## config.mk

```make
export PLATFORM = sky130hd
export DESIGN_NAME = seg7_scan_ctrl_flat
export DESIGN_NICKNAME = d
export VERILOG_FILES = /design/src/rtl/seg7_if.sv /design/src/rtl/seg7_scan_ctrl.sv /design/src/flat_wrapper.sv
export SDC_FILE = /design/constraint.sdc
export NUM_CORES = 1
export LEC_CHECK = 0
export CAP_MARGIN = 20
export CORE_MARGIN = 2
export CORE_UTILIZATION = 40
export DETAILED_ROUTE_END_ITERATION = 16
export GPL_TIMING_DRIVEN = 0
export PLACE_DENSITY = 0.65
export RECOVER_POWER = 100
export SLEW_MARGIN = 5
export SYNTH_ARGS = -nofsm -noshare
export SYNTH_HDL_FRONTEND = slang
export SYNTH_SLANG_ARGS = --single-unit
```

## constraint.sdc

```tcl
create_clock -name clk_board -period 2.7 [get_ports clk_board]
set_input_delay 0.54 -clock clk_board [delete_from_list [all_inputs] [get_ports clk_board]]
set_output_delay 0.54 -clock clk_board [all_outputs]
set_load 0.005 [all_outputs]
```

## src/rtl/seg7_if.sv

```systemverilog
// Display bus between the CPU display_7segs port and the seven-segment scanner.
// master: the CPU side driving digits/controls; slave: the scanner driving the board pins.
interface seg7_if #(
    parameter int unsigned DIGITS = 8
);
    logic [4*DIGITS-1:0] in_data;
    logic [DIGITS-1:0]   dp_in;
    logic [DIGITS-1:0]   digit_mask;
    logic                lz_blank;
    logic                freeze;
    logic [6:0]          display_data;
    logic                display_dp;
    logic [DIGITS-1:0]   display_en;
    logic                frame_tick;

    modport master (
        output in_data, dp_in, digit_mask, lz_blank, freeze,
        input  display_data, display_dp, display_en, frame_tick
    );

    modport slave (
        input  in_data, dp_in, digit_mask, lz_blank, freeze,
        output display_data, display_dp, display_en, frame_tick
    );
endinterface

```

## src/rtl/seg7_scan_ctrl.sv

```systemverilog
// Multiplexed seven-segment scanner: prescaled digit scan, frame-synchronised shadow,
// leading-zero blanking, per-digit mask/dp and a blanking guard at the start of each slot.
module seg7_scan_ctrl #(
    parameter int unsigned DIGITS     = 8,
    parameter int unsigned SCAN_DIV   = 100000,
    parameter int unsigned BLANK_CYC  = 64,
    parameter int unsigned ACTIVE_LOW = 1
) (
    input  logic  clk_board,
    input  logic  rst_n,
    seg7_if.slave bus
);
    localparam int unsigned CNT_W = (SCAN_DIV > 1) ? $clog2(SCAN_DIV) : 1;
    localparam int unsigned IDX_W = (DIGITS > 1) ? $clog2(DIGITS) : 1;
    localparam logic        POL   = (ACTIVE_LOW != 0);

    logic [CNT_W-1:0]    cnt;
    logic [IDX_W-1:0]    idx;
    logic [4*DIGITS-1:0] shadow_data;
    logic [DIGITS-1:0]   shadow_dp;
    logic                load_pend;

    logic                tick_c;
    logic                wrap_c;
    logic                load_c;
    logic [DIGITS-1:0]   blank_c;
    logic [DIGITS-1:0]   sel_c;
    logic [3:0]          nib_c;
    logic                dp_c;
    logic                lit_c;

    function automatic logic [6:0] hex_decode(input logic [3:0] n);
        logic [6:0] s;
        case (n)
            4'h0: s = 7'h3F;  4'h1: s = 7'h06;  4'h2: s = 7'h5B;  4'h3: s = 7'h4F;
            4'h4: s = 7'h66;  4'h5: s = 7'h6D;  4'h6: s = 7'h7D;  4'h7: s = 7'h07;
            4'h8: s = 7'h7F;  4'h9: s = 7'h6F;  4'hA: s = 7'h77;  4'hB: s = 7'h7C;
            4'hC: s = 7'h39;  4'hD: s = 7'h5E;  4'hE: s = 7'h79;  default: s = 7'h71;
        endcase
        return s;
    endfunction

    assign tick_c = (cnt == CNT_W'(SCAN_DIV - 1));
    assign wrap_c = tick_c && (idx == IDX_W'(DIGITS - 1));
    // freeze is only looked at on the frame wrap, so a frame is never torn
    assign load_c = (wrap_c && !bus.freeze) || load_pend;

    // Slot prescaler and digit index
    always_ff @(posedge clk_board or negedge rst_n) begin
        if (!rst_n) begin
            cnt       <= '0;
            idx       <= '0;
            load_pend <= 1'b1;
        end else begin
            load_pend <= 1'b0;
            if (tick_c) begin
                cnt <= '0;
                idx <= wrap_c ? '0 : idx + IDX_W'(1);
            end else begin
                cnt <= cnt + CNT_W'(1);
            end
        end
    end

    // Shadow copy of the displayed value
    always_ff @(posedge clk_board or negedge rst_n) begin
        if (!rst_n) begin
            shadow_data <= '0;
            shadow_dp   <= '0;
        end else if (load_c) begin
            shadow_data <= bus.in_data;
            shadow_dp   <= bus.dp_in;
        end
    end

    // Leading-zero blanking from the top digit down; digit selection for the current slot
    always_comb begin
        logic all_zero;
        all_zero = 1'b1;
        blank_c  = '0;
        sel_c    = '0;
        nib_c    = 4'h0;
        dp_c     = 1'b0;
        lit_c    = 1'b0;
        for (int i = DIGITS - 1; i >= 0; i--) begin
            all_zero   = all_zero && (shadow_data[4*i +: 4] == 4'h0);
            blank_c[i] = bus.lz_blank && (i != 0) && all_zero;
        end
        for (int i = 0; i < DIGITS; i++) begin
            if (idx == IDX_W'(i)) begin
                sel_c[i] = 1'b1;
                nib_c    = shadow_data[4*i +: 4];
                dp_c     = shadow_dp[i];
                lit_c    = bus.digit_mask[i] && !blank_c[i];
            end
        end
        lit_c = lit_c && (cnt >= CNT_W'(BLANK_CYC));
    end

    // Registered pin drivers with output polarity applied
    always_ff @(posedge clk_board or negedge rst_n) begin
        if (!rst_n) begin
            bus.display_en   <= {DIGITS{POL}};
            bus.display_data <= {7{POL}};
            bus.display_dp   <= POL;
            bus.frame_tick   <= 1'b0;
        end else begin
            bus.frame_tick <= wrap_c;
            if (lit_c) begin
                bus.display_en   <= {DIGITS{POL}} ^ sel_c;
                bus.display_data <= {7{POL}} ^ hex_decode(nib_c);
                bus.display_dp   <= POL ^ dp_c;
            end else begin
                bus.display_en   <= {DIGITS{POL}};
                bus.display_data <= {7{POL}};
                bus.display_dp   <= POL;
            end
        end
    end
endmodule

```

## src/flat_wrapper.sv

```systemverilog
// flat-port wrapper written by rule: the top's interface ports become plain ports
module seg7_scan_ctrl_flat 
#(
    parameter int unsigned DIGITS     = 8,
    parameter int unsigned SCAN_DIV   = 100000,
    parameter int unsigned BLANK_CYC  = 64,
    parameter int unsigned ACTIVE_LOW = 1
)
  (clk_board, rst_n, bus_in_data, bus_dp_in, bus_digit_mask, bus_lz_blank, bus_freeze, bus_display_data, bus_display_dp, bus_display_en, bus_frame_tick);
  seg7_if #(.DIGITS(DIGITS)) bus_i ();
  input  logic clk_board;
  input  logic rst_n;
  input wire logic [$bits(bus_i.in_data)-1:0] bus_in_data;
  input wire logic [$bits(bus_i.dp_in)-1:0] bus_dp_in;
  input wire logic [$bits(bus_i.digit_mask)-1:0] bus_digit_mask;
  input wire logic [$bits(bus_i.lz_blank)-1:0] bus_lz_blank;
  input wire logic [$bits(bus_i.freeze)-1:0] bus_freeze;
  output wire logic [$bits(bus_i.display_data)-1:0] bus_display_data;
  output wire logic [$bits(bus_i.display_dp)-1:0] bus_display_dp;
  output wire logic [$bits(bus_i.display_en)-1:0] bus_display_en;
  output wire logic [$bits(bus_i.frame_tick)-1:0] bus_frame_tick;
  assign bus_i.in_data = bus_in_data;
  assign bus_i.dp_in = bus_dp_in;
  assign bus_i.digit_mask = bus_digit_mask;
  assign bus_i.lz_blank = bus_lz_blank;
  assign bus_i.freeze = bus_freeze;
  assign bus_display_data = bus_i.display_data;
  assign bus_display_dp = bus_i.display_dp;
  assign bus_display_en = bus_i.display_en;
  assign bus_frame_tick = bus_i.frame_tick;
  seg7_scan_ctrl #(.DIGITS(DIGITS), .SCAN_DIV(SCAN_DIV), .BLANK_CYC(BLANK_CYC), .ACTIVE_LOW(ACTIVE_LOW)) u_core (.clk_board(clk_board), .rst_n(rst_n), .bus(bus_i));
endmodule
```

==> results.yml <==
outcome:
  status: "complete, but fails checks"
  violations: "max-capacitance violations, max-slew violations, negative setup slack"
worst_setup_path:
  path_class: "flip-flop to flip-flop"
  critPathMaxStageDelay_ps: 410
  end_kind: "flip-flop"
  cp_max_fo: 6
  r2r_setup_slack_ps: -10
  crit_path_frequent_cell: "ha_4"
  cp_cell_sequence: "ha_2 > ha_4 > or2_0 > buf_4 > a221oi_2 > o22ai_1 > a211oi_1 > or2_4 > ha_4 > nand2_2 > a21o_1 > o21a_1 > o221ai_2"
  critPathSlowestCell: "dfrtp_1"
  startpoint_type: "flip-flop"
  arrival_ps: 2990
  worstPathRequired_ps: 2970
die:
  pin_count: 69
  core-area_um2: 10300
  start_util: 0.412
  die_h_um: 107
  dieArea_um2: 11500
  rows: 37
  die_w_um: 107
placement:
  placed_cells: 580
  hpwl_um: 6980
  placed_area_um2: 5130
  gp_congestion: 0.827
  io_buffers: 68
power:
  p_leak_nw: 2.40
  intPower_mw: 2.09
  p_comb_frac: 0.136
  p_seq_frac: 0.473
  p_switching_mw: 0.619
  swShare: 0.228
  powerDensity_nw_per_um2: 491
  p_clk_frac: 0.391
  peakVddDrop_v: 0.000264
sta:
  tightest_slew_ps: 1640
  clock_skew_ps: 6.87
  grt_setup_unrepaired: "true"
  setup_tns_ps: -15.8
  worst_slack_ps: -14.4
  period_share: 1.01
  hold_violations: 0
  setup-violations-final: 2
  finalMaxSlewViolations: 32
  fmax_mhz: 368
  max_slew_margin: -0.0905
  min_period_ps: 2710
global_routing:
  antenna_found_initial: 0
  grt_max_degree: 49
  grt_use_total: 0.174
  grt_pass1_wl_um: 15600
  grt_pass1_vias: 3093
  overflow: 0
cells_and_area:
  area_growth_pct: 29.9
  final_common_cell: "clkdlybuf4s50_1"
  stdcell_count: 605
  num-fill-cells: 919
  drive_above_1_share: 0.269
  fin_util: 0.534
  diodes: 0
  fin_area_um2: 5520
  final_cell_mix: "clkdlybuf4s50_1, dfrtp_1, mux2_4, nand2_1, nor2_1"
  fin_nets: 530
cts:
  clk_latency_ps: 350
  cts_root_buffer: "clkbuf_8"
  cts_tree: "built"
  cts.sink_count: 78
  ctsHoldBuffers: 0
  h-tree-depth: 3
  path_clk_slew_ps: 80
  cts_buffers: 9
  cts_buffer_depth: 2
routing:
  ant_nets: 0
  finalWirelength_um: 9690
  vias_per_cell: 5.11
  drt-pass1-iter-count: 4
  wire_per_inst_um: 16.0
  drt_iter0_drc: 125
  drc: 0
  vias: 3091
yosys:
  syn_avg_cell_area_um2: 11.3
  ys_ff_latch: 78
  async_flop_share: 1.00
  syn_inst: 375
  synth_ff_type: "dfrtp_1"
  syn_nets: 441
  yosys_warnings: 0
  synth-seq-area-share: 0.464
  synth-edff-count: 0
  synth.distinct_cells: 61
  syn_area_um2: 4250
min_path:
  hold_path_class: "flip-flop to flip-flop"
flow_run:
  maxCapViolations: 1
-- per-layer routing --
layer	up-vias	track usage	wire length, µm
met5	-	0	0
met4	0	0.0473	104
met3	9	0.0438	384
met2	68	0.299	4900
met1	1512	0.217	4300
li1	1502	-	-
-- cell families (layout without fill, tap and decap cells) --
logic type               count (synthesis)  after routing  share of synthesized area
AO/OA/AOI/OAI                           71             71                      0.117
XOR/XNOR                                16             16                     0.0330
adder cells (fa/ha/maj)                 14             14                     0.0412
buffers and inverters                   38            132                     0.0518
flip-flops                              78             78                      0.464
multiplexers                            44             44                      0.152
other                                    1              1                   0.000883
AND/OR/NAND/NOR                        113            113                      0.139
-- power groups by stage --
stage | registers (mW) | logic, mW | clock network (mW)
global route | 1.29 | 0.399 | 1.13
detailed placement | 1.30 | 0.355 | 0
global placement | 1.30 | 0.346 | 0
finish | 1.28 | 0.368 | 1.06
floorplan | 1.28 | 0.217 | 0
CTS | 1.28 | 0.363 | 1.09
-- flip-flops by register name, summed over array words and instances (netlist names) --
signal,flops
u_core.shadow_data,32
u_core.bus.display_en,8
u_core.shadow_dp,8
u_core.bus.frame_tick,1
u_core.cnt,17
u_core.bus.display_dp,1
u_core.load_pend,1
u_core.idx,3
u_core.bus.display_data,7
-- Yosys cell counts (2+ instances only) --
cell,number,area share
buf_2,7,0.0082
a31oi_1,4,0.0059
nand3b_1,7,0.012
o221ai_1,4,0.0082
o31a_1,2,0.0041
nor2b_1,2,0.0029
or2_2,2,0.0029
o31ai_1,3,0.0053
ha_1,14,0.041
a21oi_1,18,0.021
a221oi_1,2,0.0041
xor2_1,6,0.012
a211oi_1,3,0.0053
nand4_1,5,0.0074
and2_1,2,0.0029
dfrtp_1,61,0.36
nand2b_1,7,0.010
xnor2_1,10,0.021
buf_12,4,0.019
clkbuf_1,6,0.0053
inv_1,18,0.016
o21ai_0,12,0.014
dfstp_2,17,0.11
mux2i_1,2,0.0047
o22ai_1,3,0.0044
nor2_1,22,0.019
nor4_1,5,0.0074
nor3_1,3,0.0035
nand3_1,13,0.015
mux2_4,41,0.14
nand2_1,34,0.030
o211ai_1,3,0.0053
a21o_1,5,0.0088
-- final timing paths --
kind                                           start                                   end  cells past startpoint
setup / recovery           u_core.idx[0]$_DFFE_PN0N_  u_core.bus.display_data[5]$_DFF_PN1_                     13
hold / removal               u_core.cnt[4]$_DFF_PN0_               u_core.cnt[4]$_DFF_PN0_                      1
setup reg to reg           u_core.idx[0]$_DFFE_PN0N_  u_core.bus.display_data[5]$_DFF_PN1_                     13
hold reg to reg              u_core.cnt[4]$_DFF_PN0_               u_core.cnt[4]$_DFF_PN0_                      1
max in group asynchronous                      rst_n    u_core.shadow_data[19]$_DFFE_PN0P_                      2
min in group asynchronous                      rst_n               u_core.cnt[2]$_DFF_PN0_                      1
-- metrics by stage --
step,hold slack [ps],worst slack [ps],total power [mW]
after floorplan,244,34.0,1.50
after global placement,459,-1640,1.65
after global routing,498,-139,2.82
final,478,-14.4,2.71
after CTS,128,-7.75,2.73
after detailed placement,462,-489,1.66
-- critical path, delay by kind of cell, from the launching register on --
family / cells / cell delay (ps)
fa+ha+maj: 3 / 570
buf+inv: 1 / 160
simple gates: 3 / 450
compound gates: 6 / 1050
flops: 1 / 410
-- timing repair --
item / CTS / global route
resized for setup: 18 / 12
buffers inserted: 3 / 7
setup endpoints to repair: 14 / 10
pin swaps: 3 / 9
-- layout make-up --
class / instances / area [µm²] / area share
buffer: 18 / 168 / 0.0304
clock inverter: 4 / 93.8 / 0.0170
multi-input combinational: 259 / 2130 / 0.385
sequential: 78 / 1970 / 0.358
inverter: 19 / 83.8 / 0.0152
tap: 136 / 170 / 0.0308
timing repair buffer: 79 / 757 / 0.137
clock buffer: 12 / 145 / 0.0263
Power figures use the tool's default switching activity.
